`config.mk`:
```
export PLATFORM = sky130hd
export DESIGN_NAME = serving_mem_arbiter
export DESIGN_NICKNAME = d
export VERILOG_FILES = /design/src/rtl/serving_mem_arbiter.sv
export SDC_FILE = /design/constraint.sdc
export NUM_CORES = 1
export LEC_CHECK = 0
export ABC_AREA = 1
export CAP_MARGIN = 40
export CORE_AREA = 3 3 105 107
export DETAILED_ROUTE_END_ITERATION = 8
export DIE_AREA = 0 0 108 110
export SLEW_MARGIN = 20
export SYNTH_ARGS = -nofsm -noshare
export SYNTH_HDL_FRONTEND = slang
export SYNTH_SLANG_ARGS = --single-unit
```
`constraint.sdc`:
```
create_clock -name i_clk -period 2.4 [get_ports i_clk]
set_clock_uncertainty 0.15 [all_clocks]
set_input_delay 0.24 -clock i_clk [delete_from_list [all_inputs] [get_ports i_clk]]
set_output_delay 0.24 -clock i_clk [all_outputs]
set_load 0.01 [all_outputs]
```
`src/rtl/serving_mem_arbiter.sv`:
```
// serving_mem_arbiter: round-robin two-master Wishbone arbiter with grant hold and ack watchdog
module serving_mem_arbiter #(
   parameter int WITH_TIMEOUT = 1,
   parameter int TIMEOUT_W    = 8
) (
   input  logic        i_clk,
   input  logic        i_rst,
   input  logic [31:0] i_wb_cpu_ibus_adr,
   input  logic        i_wb_cpu_ibus_stb,
   output logic [31:0] o_wb_cpu_ibus_rdt,
   output logic        o_wb_cpu_ibus_ack,
   input  logic [31:0] i_wb_cpu_dbus_adr,
   input  logic [31:0] i_wb_cpu_dbus_dat,
   input  logic [3:0]  i_wb_cpu_dbus_sel,
   input  logic        i_wb_cpu_dbus_we,
   input  logic        i_wb_cpu_dbus_stb,
   output logic [31:0] o_wb_cpu_dbus_rdt,
   output logic        o_wb_cpu_dbus_ack,
   output logic [31:0] o_wb_mem_adr,
   output logic [31:0] o_wb_mem_dat,
   output logic [3:0]  o_wb_mem_sel,
   output logic        o_wb_mem_we,
   output logic        o_wb_mem_stb,
   input  logic [31:0] i_wb_mem_rdt,
   input  logic        i_wb_mem_ack,
   output logic        o_timeout
);
   localparam logic [1:0] IDLE  = 2'd0;
   localparam logic [1:0] GNT_I = 2'd1;
   localparam logic [1:0] GNT_D = 2'd2;

   logic [1:0]           state_q, state_d;
   logic                 last_q, last_d;
   logic [TIMEOUT_W-1:0] cnt_q, cnt_d;
   logic                 gnt_i, gnt_d, act_i, act_d, to;

   always_comb begin
      // reset masks the grant so nothing leaks out while i_rst is high
      gnt_i = state_q == GNT_I && !i_rst;
      gnt_d = state_q == GNT_D && !i_rst;
      act_i = gnt_i && i_wb_cpu_ibus_stb;
      act_d = gnt_d && i_wb_cpu_dbus_stb;
      to = (WITH_TIMEOUT != 0) && (act_i || act_d) && !i_wb_mem_ack && (&cnt_q);
      o_wb_cpu_ibus_ack = act_i && (i_wb_mem_ack || to);
      o_wb_cpu_ibus_rdt = act_i && i_wb_mem_ack ? i_wb_mem_rdt : 32'd0;
      o_wb_cpu_dbus_ack = act_d && (i_wb_mem_ack || to);
      o_wb_cpu_dbus_rdt = act_d && i_wb_mem_ack ? i_wb_mem_rdt : 32'd0;
      o_timeout = to;
      o_wb_mem_stb = gnt_i || gnt_d;
      o_wb_mem_adr = gnt_i ? i_wb_cpu_ibus_adr : gnt_d ? i_wb_cpu_dbus_adr : 32'd0;
      o_wb_mem_dat = gnt_d ? i_wb_cpu_dbus_dat : 32'd0;
      o_wb_mem_sel = gnt_d ? i_wb_cpu_dbus_sel : 4'd0;
      o_wb_mem_we  = gnt_d && i_wb_cpu_dbus_we;
      state_d = state_q;
      last_d  = last_q;
      cnt_d   = cnt_q;
      if (state_q == IDLE) begin
         cnt_d = '0;
         if (i_wb_cpu_ibus_stb && (!i_wb_cpu_dbus_stb || last_q))
            state_d = GNT_I;
         else if (i_wb_cpu_dbus_stb)
            state_d = GNT_D;
      end else if (!(act_i || act_d) || i_wb_mem_ack || to) begin
         state_d = IDLE;
         last_d  = state_q == GNT_D;
      end else
         cnt_d = WITH_TIMEOUT != 0 ? cnt_q + 1'b1 : '0;
   end

   always_ff @(posedge i_clk) begin
      if (i_rst) begin
         state_q <= IDLE;
         last_q  <= 1'b1;
         cnt_q   <= '0;
      end else begin
         state_q <= state_d;
         last_q  <= last_d;
         cnt_q   <= cnt_d;
      end
   end
endmodule
```
# Yosys cells after proc, flatten, opt, wreduce, memory -nomap -nowiden
# Cells that the tools add are included.
# word_totals
register_bits,11
elab_cells,46
input_bits,138
out_inout_bits,137
# classes
addsub,1
reduce_logical,28
n_bitwise,1
eq_ne,3
mux,10
# ops
cell,n
two-way mux 32 bit,5
logical AND 1 bit,12
"adder 8 x 1 -> 8 bit, second input constant",1
two-way mux 2 bit,4
AND reduction 8 bit,1
logical OR 1 bit,6
zero test 1 bit,4
two-way mux 4 bit,1
AND reduction 2 bit,2
"inequality test 3 x 2 -> 1 bit, second input constant",1
"== test 2 x 1 -> 1 bit, second input constant",1
"== test 2 bit, second input constant",1
zero test 2 bit,1
nonzero test 2 bit,1
OR reduction 2 bit,1
inverter 1 bit,1

# Depth between registers and ports, before layout
# Gate-level depths: netlist of the first run.
# depth
word_depth,9
ltp_mapped,8
mapped_depth_nobuf,8

# Least setup slack after synthesis of the first run
# OpenSTA, ideal clock, no wires.
# synth_timing
kind,register -> output
startpoint,register cnt_q[0]
endpoint,output o_wb_cpu_dbus_ack
path_stages_with_launch,9
t_arrival_ps,1515
n_path_buf,1
slack_ps,495
required_time_ps,2010
path_cell_list,dfxtp_1 > ha_1 > inv_1 > nor2_1 > nand3_1 > buf_2 > nor3b_2 > nor2_1 > nor2_1
# synth_between
elab_chain_len,4
# synth_rtl
item,line_no,text
from (decl),34,"logic [TIMEOUT_W-1:0] cnt_q, cnt_d;"
from (signal assigned),78,cnt_q <= cnt_d;
AND reduction 8 bit,43,to = (WITH_TIMEOUT != 0) && (act_i || act_d) && !i_wb_mem_ack && (&cnt_q);
logical AND 1 bit,43,
net o_timeout,26,output logic o_timeout
logical OR 1 bit,46,o_wb_cpu_dbus_ack = act_d && (i_wb_mem_ack || to);
logical AND 1 bit,46,
to (decl),18,"output logic o_wb_cpu_dbus_ack,"
# The timed path passes the listed nets, and every way through them passes these cells.

# Final worst setup path of the first run
# layout_timing
startpoint,input i_rst
endpoint,output o_wb_mem_adr[13]
# layout_between
elab_chain_len,4
# layout_rtl
item,line_no,text
from (decl),7,"input logic i_rst,"
zero test 1 bit *,"39, 40",
logical AND 1 bit,40,gnt_d = state_q == GNT_D && !i_rst;
two-way mux 32 bit,50,o_wb_mem_adr = gnt_i ? i_wb_cpu_ibus_adr : gnt_d ? i_wb_cpu_dbus_adr : 32'd0;
two-way mux 32 bit *,50,
to (decl),19,"output logic [31:0] o_wb_mem_adr,"
# Mark *: on every way between the ends. The rest lies on a longest branch, timed or not.

==> metrics.md, run 1 <==
| Metric | Value |
|---|---|
| Clock root buffer master | `clkbuf_8` |
| Row Count | `37` |
| P per Cell Area | `179.1 mW/mm^2` |
| Sw power | `about 0.00025 W` |
| Final Setup Violations | `0` |
| Register area share after synthesis | `between 10% and 20%` |
| Initial antenna violation count | `0` |
| Cell variety after synth | `21` |
| Final instance area | `0.004772 sq mm` |
| Finished Core Util | `46.64%` |
| Post-Syn Area | `0.001694 sq mm` |
| Layout cells sized above 1 | `5.237%` |
| Final HPWL DP | `10.12 mm` |
| Maximum VDD drop | `192.2 uV` |
| Maxcap violations | `0` |
| Cell accounting for the most synthesized area | `nor2_1` |
| Clk Latency, worst-skew pair | `240 ps` |
| Worst Tran Pin Value | `439.5 ps` |
| Clk pin slew, worst setup/hold paths | `50 ps` |
| Area Overhead vs Synth | `181.7%` |
| Leak pwr | `3.285 nW` |
| Die area | `0.01188 sq mm` |
| Hold Crit Class | `reg2reg` |
| Sequence of cells on the critical path | `clkdlybuf4s50_1, inv_1, nand2_1, nor2_4, buf_4, buf_6, a22o_1, dlygate4sd2_1` |
| Synth Register Bits | `11` |
| Worst Setup Start Kind | `input pin` |
| Period utilization | `between 90% and 100%` |
| Multi-input gate area | `~0.0011 sq mm` |
| Outcome | `complete, no violations` |
| Die Width | `108 microns` |
| Slowest-stage cell, CP | `clkdlybuf4s50_1` |
| Post-route ant nets | `0` |
| Clock power share | `~22%` |
| Sum of buffers and inverters on the critical path | `5` |
| Routed wire length | `roughly 12 mm` |
| DRT Pass-1 Iters | `4` |
| IO Count | `275` |
| Final hold violations | `0` |
| IO Port Bufs | `274` |
| H-tree depth | `1` |
| Largest cells by area after synthesis | `nor2_1 25%, inv_1 18%, a22o_1 17%` |
| Max frequency | `0.4426 GHz` |
| Combinational share of power | `55.2%` |
| Syn nets | `469` |
| WP data required | `2010 ps` |
| Vias in the first global route | `2,870` |
| CP Data Arrival Time | `~1900 ps` |
| Post-DR vias/cell | `4.191` |
| Rel. slew slack | `70.62%` |
| Yosys top cell area share | `24.59%` |
| Post-route insts no fill | `about 750` |
| Slowest cell delay on critical path | `between 400 and 500 ps` |
| Mapped Cells | `330` |
| Routed WL per cell | `about 16 microns` |
| Final Slew Violations | `0` |
| Fin nets | `751` |
| Die H | `110 microns` |
| Reg area | `220.2 sq um` |
| Core area | `0.01023 sq mm` |
| Sw Share | `29.49%` |
| Final GP Congestion | `0.8603` |
| Clk buf depth | `2` |
| CP endpoint kind | `output port` |
| RSZ-0062 raised after global routing | `false` |
| CTS sink cnt | `11` |
| Fin crit period | `2259 ps` |
| Post-place instance area | `0.004723 sq mm` |
| Largest net degree at the start of global routing | `33` |
| Num CTS Buffers | `3` |
| Placed cells | `about 740` |
| Global-route wire length before repair | `16.60 mm` |
| CP top delay family | `buffers and inverters` |
| Ys Warns | `0` |
| CP Max Fanout | `26` |
| Total grt overflow | `0` |
| Setup Crit Path Kind | `in2out` |
| GR Util All Layers | `17.93%` |
| Reg power frac | `22.8%` |
| Hold slack | `~330 ps` |
| Syn avg cell area | `5.134 sq um` |
| Initial core utilization | `16.56%` |
| CTS tree | `done` |
| # DRC | `0` |
| Total number of vias | `3,135` |
| Internal power | `0.0006025 W` |
| DR iter-0 viols | `169` |
| # fillers | `~1,100` |
worst paths after layout:
path,startpoint,endpoint,slack [ps],cells after the start
hold reg to reg,cnt_q[7]$_SDFFE_PP0N_,cnt_q[7]$_SDFFE_PP0N_,330,2
hold / removal,cnt_q[7]$_SDFFE_PP0N_,cnt_q[7]$_SDFFE_PP0N_,330,2
setup reg to reg,cnt_q[0]$_SDFFE_PP0N_,last_q$_SDFFE_PP1P_,460,9
setup / recovery,i_rst,o_wb_mem_adr[13],140,8
cells in the final DEF, fill, tap and decap left out, types with 2 or more instances in the layout:
cell type / n
inv_1: 82
nand2_1: 31
inv_2: 2
o21ai_0: 5
buf_12: 4
a22o_1: 32
nand3_2: 2
buf_4: 17
dfxtp_1: 11
clkdlybuf4s50_1: 137
clkbuf_8: 3
nor2_1: 111
a21oi_1: 10
nand3_1: 13
dlymetal6s2s_1: 39
dlygate4sd2_1: 98
nand4_1: 5
cell type report:
class	count	share of cell area (%)
Multi-Input combinational cell	216	22.68
Tap cell	136	3.566
Antenna cell	1	0.05244
Clock buffer	4	0.9439
Timing Repair Buffer	296	61.54
Inverter	84	6.607
Sequential cell	11	4.615
synthesized netlist by cell type:
cell type and n:
nand2_1 31, nor3_4 1, a22o_1 32, nor2_2 1, clkbuf_1 4, buf_2 13, buf_4 1, a21oi_1 10
nor3b_2 1, nand3_1 15, nand4_1 5, buf_1 1, dfxtp_1 11, nand3b_1 1, xor2_1 1, inv_2 2
inv_1 82, o2111ai_1 1, ha_1 1, nor2_1 111, o21ai_0 5
registers in the layout (all words and copies together), names as in the netlist:
register	count
cnt_q	8
state_q	2
last_q	1
per-stage QoR:
step / total power [W] / setup TNS [ps] / setup WS [ps]
2_1_floorplan: 0.0003261 / 0 / 494.6
6_report: 0.0008545 / 0 / 140.5
3_3_place_gp: 0.0006948 / -3326 / -128.8
5_1_grt: 0.0009076 / 0 / 5.405
4_1_cts: 0.0008631 / -1.853 / -1.853
3_5_place_dp: 0.0006974 / -4848 / -124.8
power groups by stage:
stage	combinational (W)	clock, W	sequential [W]
final	0.000472	0.000187	0.000195
after detailed placement	0.000499	0	0.000198
after CTS	0.000475	0.000194	0.000195
after global routing	0.000506	0.000206	0.000196
after global placement	0.000497	0	0.000198
after floorplan	0.000130	0	0.000197
per-layer routing:
layer / up-vias / global-route usage [%] / wire length, microns / part of all wire [%]
li1: 1564 / - / - / -
met2: 143 / 31.75 / 6057 / 50
met5: - / 0 / 0 / 0
met3: 12 / 5.766 / 1274 / 11
met4: 0 / 4.058 / 208 / 1.7
met1: 1416 / 21.16 / 4524 / 37
worst register-to-register path, delay by kind of cell (launching register included):
| family | cells | cell delay, ps |
|---|---|---|
| AOI/OAI and AO/OA | 1 | 90 |
| adders and majority gates | 1 | 190 |
| and+or+nand+nor | 5 | 760 |
| DFF | 1 | 370 |
| buffers and inverters | 2 | 260 |
logic make-up after synthesis:
logic type / count (synthesis) / share of synthesized area, %
flip-flops: 11 / 13.00
XOR/XNOR: 1 / 0.5171
adder cells (fa/ha/maj): 1 / 0.7384
buffers and inverters: 103 / 24.00
AND/OR/NAND/NOR: 166 / 40.25
AO/OA/AOI/OAI: 48 / 21.49
repair_timing:
action | in CTS | in global routing
buffers inserted | 0 | 1
hold buffers | 0 | 0
pin swaps | 2 | 2
setup endpoints to repair | 119 | 40
gates resized for setup | 101 | 40
No activity file was read; power rests on OpenSTA's default activity.
==> run 2, diff against run 1 <==
ABC_CLOCK_PERIOD_IN_PS = 2000   (was default)
PLACE_DENSITY = 0.66   (was default)
clock period = 2 ns   (was 2.4 ns; I/O delays follow)
==> run 2 against run 1 <==
Effect of this change: the run now ends with negative setup slack left; power grew 25%; routed wire length grew 2.0%; critical path type is now reg2out; flip-flop and latch count is the same; non-clock buffer count grew 22; first-iteration DRC count grew 8.3%; setup slack lost 150 ps; critical endpoint is now o_wb_cpu_dbus_rdt[22]; cell count grew 2.8%; die area is the same.
==> metrics.md, run 2 (synthesis results as in run 1) <==
| Metric | Value |
|---|---|
| IO Count | `275 (unchanged)` |
| Vias in the first global route | `3,079 (+7.3%)` |
| Layout cells sized above 1 | `25.59% (+20 points)` |
| DR iter-0 viols | `183 (+8.3%)` |
| Top Registers | `cnt_q x8, state_q x2, last_q x1` |
| P per Cell Area | `219.6 mW/mm^2 (+23%)` |
| Outcome | `complete, but fails checks` |
| Commonest non-fill, non-tap cell in the layout | `clkdlybuf4s50_1` |
| Multi-input gate area | `0.001209 sq mm (+12%)` |
| Total number of vias | `3,272 (+4.4%)` |
| CP Data Arrival Time | `1660 ps (-210 ps)` |
| Fin crit period | `2006 ps` |
| Routed wire length | `12.31 mm (+2.0%)` |
| CTS tree | `done` |
| WP data required | `1650 ps (-360 ps)` |
| Hold Crit Class | `reg2reg` |
| Post-route ant nets | `0 (unchanged)` |
| Post-DR vias/cell | `4.255 (+1.5%)` |
| Maxcap violations | `0 (unchanged)` |
| PnR worst setup slack | `-6.046 ps (-146.6 ps)` |
| Worst Setup Start Kind | `flop` |
| Sequence of cells on the critical path | `nor3_4, buf_6, nand3_4, buf_12, buf_16, nor2_1, buf_2` |
| Final Slew Violations | `0 (unchanged)` |
| Routed WL per cell | `16.01 microns (-0.74%)` |
| H-tree depth | `1 (unchanged)` |
| Largest Register | `cnt_q` |
| Clk Latency, worst-skew pair | `240 ps (about the same)` |
| Clk buf depth | `2 (unchanged)` |
| Most frequent cells in the layout | `136 x clkdlybuf4s50_1, 95 x nor2_1, 81 x inv_1, 52 x buf_2, 36 x dlygate4sd2_1` |
| IO Port Bufs | `274 (unchanged)` |
| Violated checks | `negative setup slack` |
| Global-route wire length before repair | `16.99 mm (+2.3%)` |
| # fillers | `1,094 (-1.4%)` |
| CTS sink cnt | `11 (unchanged)` |
| Clk pin slew, worst setup/hold paths | `50 ps (about the same)` |
| Die area | `0.01188 sq mm (unchanged)` |
| Die Width | `108 microns (unchanged)` |
| Rel. slew slack | `81.76% (+11 points)` |
| Slowest cell delay on critical path | `350 ps (-80 ps)` |
| Initial core utilization | `16.56% (unchanged)` |
| Fin nets | `773 (+2.9%)` |
| Slowest-stage cell, CP | `dfxtp_4` |
| Initial antenna violation count | `0 (unchanged)` |
| Leak pwr | `2.623 nW (-20%)` |
| Maximum VDD drop | `189.4 uV (-1.5%)` |
| Reg2Reg Depth | `9 (unchanged)` |
| CTS hold repair buffers | `0 (unchanged)` |
| Period utilization | `100.3%` |
| Clock root buffer master | `clkbuf_8` |
| Final Setup Violations | `1 (+1)` |
| Total grt overflow | `0 (unchanged)` |
| RSZ-0062 raised after global routing | `true` |
| Die H | `110 microns (unchanged)` |
| CP Max Fanout | `8 (-69%)` |
| Reg area | `230.2 sq um (+4.5%)` |
| Final GP Congestion | `0.8893 (+3.4%)` |
| Worst Tran Pin Value | `273.3 ps (-166.2 ps)` |
| Largest register FFs | `8 (unchanged)` |
| Max frequency | `roughly 0.5 GHz` |
| DRT Pass-1 Iters | `4 (unchanged)` |
| Finished Core Util | `47.47% (+0.83 points)` |
| Num CTS Buffers | `3 (unchanged)` |
| CP endpoint kind | `output port` |
| GR Util All Layers | `18.11% (+0.18 points)` |
| Cell depth of the worst min-delay path | `2 (unchanged)` |
| Setup Crit Path Kind | `reg2out` |
| Core area | `0.01023 sq mm (unchanged)` |
| Final HPWL DP | `9.855 mm (-2.6%)` |
| Final hold violations | `0 (unchanged)` |
| Row Count | `37 (unchanged)` |
| Hold slack | `328.3 ps (-5.394 ps)` |
| # DRC | `0 (unchanged)` |
| Area Overhead vs Synth | `186.7%` |
| N_diodes | `0 (-1)` |
| Largest net degree at the start of global routing | `33 (unchanged)` |
==> run 2: area by class of cell <==
| cell class | instances | share of cell area [%] |
|---|---|---|
| Timing Repair Buffer | 318 | 59.40 |
| Multi-Input combinational cell | 216 | 24.88 |
| Inverter | 84 | 6.543 |
| Sequential cell | 11 | 4.740 |
| Tap cell | 136 | 3.503 |
| Clock buffer | 4 | 0.9274 |
==> run 2: per-stage QoR <==
step	area [sq um]	setup WS (ps)	std cells	total power [W]	setup TNS, ps
floorplan	1694	134.6	330	0.0003913	0
global placement	4881	-502.5	758	0.0008508	-48950
detailed placement	4881	-525.8	758	0.0008557	-50910
CTS	4922	-30.94	768	0.001069	-215.0
global route	4857	-44.82	769	0.001128	-372.2
finish	4857	-6.046	769	0.001066	-6.046
==> run 2: critical path: cells and delay by family, from the launching register on <==
| family | cells | cell delay (ps) |
|---|---|---|
| buffers and inverters | 4 | 600 |
| DFF | 1 | 350 |
| and+or+nand+nor | 3 | 460 |
==> run 2: layer usage <==
layer	part of all wire (%)	vias to the layer above	track usage (%)
met5	0	-	0
met4	1.5	0	3.336
met3	7.2	12	3.553
met2	52	127	34.15
met1	39	1523	21.38
li1	-	1610	-
==> run 2: repair_timing <==
action	in CTS	in global routing
cloned	3	0
resized for setup	361	88
endpoints found under the setup margin	137	89
pin swaps	5	9
setup buffers	3	2
==> run 2: path summary, 6_finish.rpt <==
kind         slack [ps]               startpoint                     to
max                  -6  state_q[0]$_SDFFE_PP0P_  o_wb_cpu_dbus_rdt[22]
min                 330    cnt_q[7]$_SDFFE_PP0N_  cnt_q[7]$_SDFFE_PP0N_
max reg2reg         300    cnt_q[0]$_SDFFE_PP0N_  cnt_q[5]$_SDFFE_PP0N_
min reg2reg         330    cnt_q[7]$_SDFFE_PP0N_  cnt_q[7]$_SDFFE_PP0N_
==> run 2: report_power, final <==
group / total [W] / switching (W) / leakage, nW / internal (W)
combinational: 0.000609 / 0.000230 / 2.51 / 0.000379
sequential: 0.000232 / 0.00000685 / 0.0916 / 0.000225
clock: 0.000226 / 0.0000857 / 0.0228 / 0.000140
